### config.mk
export PLATFORM = sky130hd
export DESIGN_NAME = pipeline_ctrl
export DESIGN_NICKNAME = d
export VERILOG_FILES = /design/src/rtl/lc3b_types.sv /design/src/rtl/sat_counter.sv /design/src/rtl/pipeline_ctrl.sv
export SDC_FILE = /design/constraint.sdc
export NUM_CORES = 1
export LEC_CHECK = 0
export CORE_UTILIZATION = 26
export CTS_CLUSTER_SIZE = 40
export DETAILED_ROUTE_END_ITERATION = 7
export GPL_ROUTABILITY_DRIVEN = 1
export GPL_TIMING_DRIVEN = 0
export PLACE_DENSITY = 0.84
export SKIP_LAST_GASP = 1
export SLEW_MARGIN = 20
export SYNTH_ARGS = -nofsm -noshare
export SYNTH_HDL_FRONTEND = slang
export SYNTH_SLANG_ARGS = --single-unit
export TNS_END_PERCENT = 5
### constraint.sdc
create_clock -name clk -period 3.65 [get_ports clk]
set_input_delay 1.095 -clock clk [delete_from_list [all_inputs] [get_ports clk]]
set_output_delay 1.095 -clock clk [all_outputs]
set_load 0.03 [all_outputs]
### src/rtl/lc3b_types.sv
// Shared types for the LC-3b pipeline control: data-access state, register
// index type and the default performance-counter width.
package lc3b_types;

    typedef enum logic {
        D_IDLE = 1'b0,
        D_DONE = 1'b1
    } d_state_t;

    typedef logic [2:0] lc3b_reg;

    localparam int DEFAULT_CNT_WIDTH = 16;

endpackage

### src/rtl/sat_counter.sv
// Saturating up-counter with synchronous clear; holds at all-ones.
module sat_counter #(
    parameter int WIDTH = 16
) (
    input  logic             clk,
    input  logic             clear,
    input  logic             inc,
    output logic [WIDTH-1:0] count
);

    localparam logic [WIDTH-1:0] MAX_COUNT = {WIDTH{1'b1}};

    logic [WIDTH-1:0] count_reg;

    always_ff @(posedge clk) begin
        if (clear) begin
            count_reg <= '0;
        end else if (inc && (count_reg != MAX_COUNT)) begin
            count_reg <= count_reg + 1'b1;
        end
    end

    assign count = count_reg;

endmodule

### src/rtl/pipeline_ctrl.sv
// Five-stage pipeline controller: memory-stall freeze, mispredict squash and
// load-use bubble. Define PIPELINE_CTRL_PERF_EN to build the stall/squash counters.
module pipeline_ctrl
    import lc3b_types::*;
#(
    parameter int CNT_WIDTH = DEFAULT_CNT_WIDTH
) (
    input  logic                 clk,
    input  logic                 rst_n,
    input  logic                 icache_resp,
    input  logic                 dcache_resp,
    input  logic                 mem_read,
    input  logic                 mem_write,
    input  logic                 mem_is_branch,
    input  logic                 mem_br_taken,
    input  logic                 mem_br_predicted,
    input  logic                 ex_is_load,
    input  lc3b_reg              ex_dest,
    input  lc3b_reg              id_sr1,
    input  lc3b_reg              id_sr2,
    input  logic                 id_sr1_valid,
    input  logic                 id_sr2_valid,
    output logic                 icache_read,
    output logic                 dcache_read,
    output logic                 dcache_write,
    output logic                 load_pc,
    output logic                 load_if_id,
    output logic                 load_id_ex,
    output logic                 load_ex_mem,
    output logic                 load_mem_wb,
    output logic                 squash_if_id,
    output logic                 squash_id_ex,
    output logic                 squash_ex_mem,
    output logic                 pc_redirect,
    output logic [CNT_WIDTH-1:0] stall_count,
    output logic [CNT_WIDTH-1:0] squash_count
);

    logic     if_done_reg;
    logic     if_done_next;
    d_state_t d_state_reg;
    d_state_t d_state_next;

    logic d_done;
    logic i_ok;
    logic d_ok;
    logic advance;
    logic mispredict;
    logic load_use;

    assign d_done     = (d_state_reg == D_DONE);
    assign i_ok       = if_done_reg | icache_resp;
    assign d_ok       = ~(mem_read | mem_write) | d_done | dcache_resp;
    assign advance    = i_ok & d_ok;
    assign mispredict = mem_is_branch & (mem_br_taken != mem_br_predicted);
    assign load_use   = ex_is_load &
                        ((id_sr1_valid & (id_sr1 == ex_dest)) |
                         (id_sr2_valid & (id_sr2 == ex_dest)));

    // Flags remember a response that arrived while the other side was still busy.
    always_ff @(posedge clk) begin
        if (!rst_n) begin
            if_done_reg <= 1'b0;
            d_state_reg <= D_IDLE;
        end else begin
            if_done_reg <= if_done_next;
            d_state_reg <= d_state_next;
        end
    end

    always_comb begin
        if_done_next = if_done_reg;
        if (advance) begin
            if_done_next = 1'b0;
        end else if (icache_resp) begin
            if_done_next = 1'b1;
        end

        d_state_next = d_state_reg;
        case (d_state_reg)
            D_IDLE: if (dcache_resp && !advance) d_state_next = D_DONE;
            D_DONE: if (advance) d_state_next = D_IDLE;
            default: d_state_next = D_IDLE;
        endcase
    end

    always_comb begin
        icache_read   = 1'b0;
        dcache_read   = 1'b0;
        dcache_write  = 1'b0;
        load_pc       = 1'b0;
        load_if_id    = 1'b0;
        load_id_ex    = 1'b0;
        load_ex_mem   = 1'b0;
        load_mem_wb   = 1'b0;
        squash_if_id  = 1'b0;
        squash_id_ex  = 1'b0;
        squash_ex_mem = 1'b0;
        pc_redirect   = 1'b0;

        if (rst_n) begin
            icache_read  = ~if_done_reg;
            dcache_read  = mem_read & ~d_done;
            dcache_write = mem_write & ~d_done;

            // Freeze is the default; a branch flush outranks the load-use bubble.
            if (advance) begin
                load_id_ex  = 1'b1;
                load_ex_mem = 1'b1;
                load_mem_wb = 1'b1;
                if (mispredict) begin
                    load_pc       = 1'b1;
                    load_if_id    = 1'b1;
                    squash_if_id  = 1'b1;
                    squash_id_ex  = 1'b1;
                    squash_ex_mem = 1'b1;
                    pc_redirect   = 1'b1;
                end else if (load_use) begin
                    squash_id_ex = 1'b1;
                end else begin
                    load_pc    = 1'b1;
                    load_if_id = 1'b1;
                end
            end
        end
    end

`ifdef PIPELINE_CTRL_PERF_EN
    logic stall_evt;
    logic squash_evt;

    assign stall_evt  = ~advance | load_use;
    assign squash_evt = advance & mispredict;

    sat_counter #(.WIDTH(CNT_WIDTH)) u_stall_counter (
        .clk   (clk),
        .clear (~rst_n),
        .inc   (stall_evt),
        .count (stall_count)
    );

    sat_counter #(.WIDTH(CNT_WIDTH)) u_squash_counter (
        .clk   (clk),
        .clear (~rst_n),
        .inc   (squash_evt),
        .count (squash_count)
    );
`else
    assign stall_count  = '0;
    assign squash_count = '0;
`endif

endmodule

==> impl_metrics.py, run 1 <==
metrics = {
    "floorplanning": {
        "dieWidth_um": 45.49,
        "start_util_pct": 28.17,
        "rows": 15,
        "ioPinCount": 65,
        "die-height_um": 45.49,
        "coreArea_um2": 1745,
        "die_area_um2": 2069,
    },
    "sta": {
        "rsz0062_at_grt": "true",
        "worst_slack_ns": -0.02112,
        "fmax_mhz": 272.4,
        "fin_skew_ns": 0.003923,
        "hold_viol": 0,
        "min_period_ns": 3.671,
        "maxSlewViolCount": 0,
        "finalSetupTns_ns": -0.05552,
        "finalSetupViolCount": 3,
        "fin_crit_sh_pct": 100.6,
    },
    "placed_design": {
        "dp_hpwl_um": 1114,
        "port_buffers": 32,
        "gp_congestion": 0.6118,
    },
    "global_routing": {
        "grt_pass1_vias": 465,
        "track_usage_pct": 12.09,
        "gr-total-overflow": 0,
        "antenna_found_initial": 0,
        "grt_pass1_wl_um": 1745,
        "grt_max_degree": 6,
    },
    "worst_setup_path": {
        "arrival_ns": 2.58,
        "rr_worst_depth": 3,
        "path_cells": "clkdlybuf4s50_1, o21ai_0, nand2b_1, inv_1, buf_4, dlygate4sd2_1",
        "r2r_start": "d_done",
        "crit_buf_inv": 4,
        "timing.reg2reg.setup_slack_ns": 2.85,
        "worstPathMaxFanout": 4,
        "critPathRequiredTime_ns": 2.55,
        "critPathTopFamily": "buffers and inverters",
        "critPathLaunchType": "input pin",
        "cp_slowest_stage_delay_ns": 0.43,
        "crit_path_end_kind": "primary output",
        "worstSetupPathType": "input pin to primary output",
        "cp_slowest_cell": "clkdlybuf4s50_1",
        "regToRegEndpoint": "if_done_reg",
    },
    "logic_synthesis": {
        "synth_ff_type": "dfxtp_1",
        "yosysTopAreaCellShare_pct": 56.49,
        "synth_most_common_cell": "buf_4",
        "synth-seq-cells": 2,
        "avgSynthCellArea_um2": 7.565,
        "yosysWarnings": 0,
        "ys_seq_area_share_pct": 8.142,
        "async_flop_share_pct": 0,
        "synth_area_leaders": "buf_4 (56%), xnor2_1 (11%), dfxtp_1 (8.1%), and3b_1 (3.6%), and4_1 (3.6%)",
        "synth_edf_count": 0,
        "ys_types": 16,
        "synthCells": 65,
        "synth_common_cells": "buf_4 (37), xnor2_1 (6), nor2_1 (4)",
        "synth_area_um2": 491.7,
        "synth_area_leader_cell": "buf_4",
    },
    "route": {
        "drtIter0Drc": 5,
        "drt_wl_total_um": 1168,
        "ant_nets": 0,
        "drc": 0,
        "drt_first_pass_iters": 4,
        "vias_per_cell": 3.250,
        "vias": 507,
        "wl_per_cell_um": 7.487,
    },
    "clocking": {
        "clkLatencyLatePin_ns": 0.22,
        "clk_pin_slew_worst_paths_ns": 0.03,
        "postCtsHoldBufs": 0,
        "cts_buffers": 3,
        "cts_setup_buffers": 0,
        "cts_root_buf": "clkbuf_4",
        "cts_max_level": 1,
        "clockBufferDepth": 2,
        "tritoncts": "done",
        "cts_num_sinks": 2,
    },
    "finish": {
        "finalNetCount": 154,
        "n_antenna_cell": 0,
        "drive_gt1_share_pct": 35.11,
        "syn_to_final_growth_pct": 94.15,
        "final_util_pct": 54.70,
    },
    "outcome": {
        "status": "complete, but fails checks",
        "violations": "negative setup slack",
    },
    "run": {
        "maxCapViolations": 0,
    },
    "hold_path": {
        "min_from": "if_done_reg",
        "min_path_cells": 1,
        "hp-class": "flip-flop to flip-flop",
        "hold_end": "d_done",
    },
    "power": {
        "p_clk_share_pct": 22.4,
        "seqPwrFrac_pct": 11.3,
        "power.switching_mw": 0.08905,
        "p_int_mw": 0.1199,
        "p_comb_share_pct": 66.2,
        "p_per_area_nw_per_um2": 218.8,
        "ir_worst_vdd_mv": 0.09036,
        "power_leakage_nw": 0.5519,
        "swShare_pct": 42.63,
    },
}
==> worst max path at each step <==
stage / start / cells after the start / endpoint
after floorplan: ex_dest[0] / 5 / load_pc
after global placement: ex_dest[0] / 7 / load_pc
after detailed placement: ex_dest[1] / 7 / load_pc
after CTS: ex_dest[1] / 7 / load_pc
after global routing: rst_n / 6 / load_id_ex
final: mem_write / 6 / load_mem_wb
==> stage by stage <==
step	cells	setup slack [ns]	hold slack [ns]	cell area (µm²)	power [mW]
after floorplan	96	0.2544	0.4157	608.1	0.1256
after CTS	156	-0.1902	0.4512	970.9	0.2103
final	156	-0.02112	0.4500	954.7	0.2089
after global placement	153	-0.4441	0.4303	959.7	0.1632
after detailed placement	153	-0.4718	0.4515	959.7	0.1652
after global routing	156	-0.1312	0.4696	954.7	0.2210
==> placed cells by master, fill, tap and decap left out <==
cell	n
a21oi_1	1
dfxtp_1	2
nand2b_1	1
xor2_1	1
clkdlybuf4s50_1	23
and3b_1	2
nand2_1	1
o211a_1	1
xnor2_1	6
nor4b_1	1
clkbuf_2	5
conb_1	32
nor2b_1	1
inv_1	1
buf_4	37
nor2_1	3
clkbuf_4	3
and4_1	2
o21ai_0	3
nor2_2	1
dlygate4sd2_1	4
==> final cells by class <==
class | instances | area [µm²]
timing repair buffer | 32 | 290.3
sequential | 2 | 40.04
clock buffer | 3 | 22.52
inverter | 1 | 3.754
multi-input combinational | 56 | 289.0
fill | 194 | 790.8
tap | 25 | 31.28
buffer | 37 | 277.8
==> logic make-up after synthesis <==
kind of cell / count (synthesis) / share of synthesized area, %
xor+xnor: 7 / 12.47
simple gates: 12 / 15.27
buf+inv: 38 / 57.25
flops: 2 / 8.143
compound gates: 5 / 6.105
other cells: 1 / 0.7626
==> per-layer routing <==
metal	global-route usage [%]	vias to the layer above	share of wire [%]
li1	-	270	-
met1	8.057	211	25
met2	26.86	26	67
met3	3.175	0	7.4
met4	7.273	0	0
met5	0	-	0
==> power by group through the flow <==
stage | Clock [mW] | Combinational (mW) | Sequential (mW)
global placement | 0 | 0.139 | 0.0239
CTS | 0.0486 | 0.138 | 0.0237
finish | 0.0468 | 0.138 | 0.0237
detailed placement | 0 | 0.141 | 0.0240
global route | 0.0505 | 0.147 | 0.0237
floorplan | 0 | 0.102 | 0.0238
==> timing repair <==
item,in CTS,in global routing
gates resized for setup,9,11
endpoints found under the hold margin,0,0
cloned,0,0
setup endpoints to repair,9,9
Note: power is estimated with default switching activity, not from simulation.
==> run 2: changes to the inputs <==
Settings changed: MAX_ROUTING_LAYER set to met4.
==> run 2 against run 1 <==
  * The run still ends with negative setup slack left
  * Sequential power barely moved
  * Design area is the same
  * Via count is the same
  * Register-to-register slack about the same
  * Die area unchanged
  * Combinational power barely moved
==> impl_metrics.py, run 2 (synthesis results as in run 1) <==
metrics = {
    "sta": {
        "hold_ws_ns": 0.4500,
        "min_period_ns": 3.671,
        "maxSlewViolCount": 0,
        "fin_skew_ns": 0.003923,
        "finalSetupViolCount": 3,
        "rsz0062_at_grt": "true",
        "worst_slack_ns": -0.02112,
        "hold_viol": 0,
        "fmax_mhz": 272.4,
        "fin_crit_sh_pct": 100.6,
        "finalSetupTns_ns": -0.05552,
    },
    "finish": {
        "nFillCells": 194,
        "syn_to_final_growth_pct": 94.15,
        "finalNetCount": 154,
        "multi_input_area_um2": 289.0,
        "layout_commonest_cell": "buf_4",
        "drive_gt1_share_pct": 35.11,
        "regArea_um2": 40.04,
        "n_antenna_cell": 0,
        "final_cell_mix": "buf_4 (37), conb_1 (32), clkdlybuf4s50_1 (23)",
    },
    "worst_setup_path": {
        "critPathLaunchType": "input pin",
        "worstPathMaxFanout": 4,
        "regToRegEndpoint": "if_done_reg",
        "startpoint": "mem_write",
        "r2r_start": "d_done",
        "crit_path_end_kind": "primary output",
        "cp-endpoint": "load_mem_wb",
        "rr_worst_depth": 3,
        "arrival_ns": 2.58,
        "timing.reg2reg.setup_slack_ns": 2.85,
        "worstSetupPathType": "input pin to primary output",
        "critPathRequiredTime_ns": 2.55,
    },
    "power": {
        "power_leakage_nw": 0.5519,
        "p_comb_share_pct": 66.2,
        "ir_worst_vdd_mv": 0.09036,
        "swShare_pct": 42.63,
        "p_clk_share_pct": 22.4,
        "p_int_mw": 0.1199,
        "power.switching_mw": 0.08905,
        "seqPwrFrac_pct": 11.3,
        "p_per_area_nw_per_um2": 218.8,
    },
    "floorplanning": {
        "coreArea_um2": 1745,
        "ioPinCount": 65,
        "die_area_um2": 2069,
        "dieWidth_um": 45.49,
        "start_util_pct": 28.17,
        "die-height_um": 45.49,
        "rows": 15,
    },
    "clocking": {
        "cts_num_sinks": 2,
        "tritoncts": "done",
        "cts_root_buf": "clkbuf_4",
        "cts_max_level": 1,
        "clk_pin_slew_worst_paths_ns": 0.03,
        "cts_setup_buffers": 0,
        "cts_buffers": 3,
        "clkLatencyLatePin_ns": 0.22,
        "clockBufferDepth": 2,
    },
    "global_routing": {
        "track_usage_pct": 12.45,
        "gr-total-overflow": 0,
        "grt_util_met3_pct": 2.778,
        "grt_util_met2_pct": 26.86,
        "busiest_layer": "met2",
        "grt_pass1_wl_um": 1745,
        "grt_max_degree": 6,
        "grt_pass1_vias": 465,
        "use_met1_pct": 8.294,
        "antenna_found_initial": 0,
    },
    "placed_design": {
        "gp_congestion": 0.6161,
        "port_buffers": 32,
        "dp_slack_ns": -0.4718,
        "dp_hpwl_um": 1114,
    },
    "outcome": {
        "status": "complete, but fails checks",
        "violations": "negative setup slack",
    },
    "hold_path": {
        "min_path_cells": 1,
        "hp-class": "flip-flop to flip-flop",
        "min_from": "if_done_reg",
    },
    "route": {
        "vias": 507,
        "drt_wl_total_um": 1168,
        "drc": 0,
        "ant_nets": 0,
        "wl_per_cell_um": 7.487,
        "drtIter0Drc": 5,
        "vias_per_cell": 3.250,
        "drt_first_pass_iters": 4,
    },
    "run": {
        "maxCapViolations": 0,
    },
}
[run 2: cell counts in the layout (fill, tap and decap cells not counted)]
No cell type changed its count.
[run 2: layer usage]
metal	up-vias	wire length, µm
li1	270	-
met1	211	300
met2	26	785
met3	0	82
met4	0	0
met5	-	0
[run 2: worst min path at each step]
stage	slack [ns]	endpoint
floorplan	0.42	d_done
global route	0.47	d_done
finish	0.45	d_done
global placement	0.43	d_done
CTS	0.45	d_done
detailed placement	0.45	d_done
[run 2: timing repair]
item | in CTS | in global routing
hold endpoints to repair | 0 | 0
cloned | 0 | 0
hold buffers | 0 | 0
resized for setup | 9 | 11
endpoints found under the setup margin | 9 | 9
[run 2: layout make-up]
type | instances | share of cell area, %
plain buffers | 37 | 29.10
multi-input cells | 56 | 30.28
flip-flops and latches | 2 | 4.194
clock buffers | 3 | 2.359
inverters | 1 | 0.3932
repair buffers | 32 | 30.41
well taps | 25 | 3.277
[run 2: critical path: stages]
cell and delay (ns):
clkdlybuf4s50_1 0.43, o21ai_0 0.28, nand2b_1 0.17, inv_1 0.11, buf_4 0.10, dlygate4sd2_1 0.38
[run 2: power groups by stage]
stage / logic (mW) / clock network (mW) / registers, mW
2_1_floorplan: 0.102 / 0 / 0.0238
3_3_place_gp: 0.139 / 0 / 0.0239
3_5_place_dp: 0.141 / 0 / 0.0240
4_1_cts: 0.138 / 0.0486 / 0.0237
5_1_grt: 0.147 / 0.0505 / 0.0237
6_report: 0.138 / 0.0468 / 0.0237
[run 2: through the flow]
step | utilization (%) | power, mW | cell area, µm² | std cells
2_1_floorplan | - | 0.1256 | 608.1 | 96
3_3_place_gp | 54.98 | 0.1632 | 959.7 | 153
3_5_place_dp | 54.98 | 0.1652 | 959.7 | 153
4_1_cts | 55.63 | 0.2103 | 970.9 | 156
5_1_grt | 54.70 | 0.2210 | 954.7 | 156
6_report | 54.70 | 0.2089 | 954.7 | 156
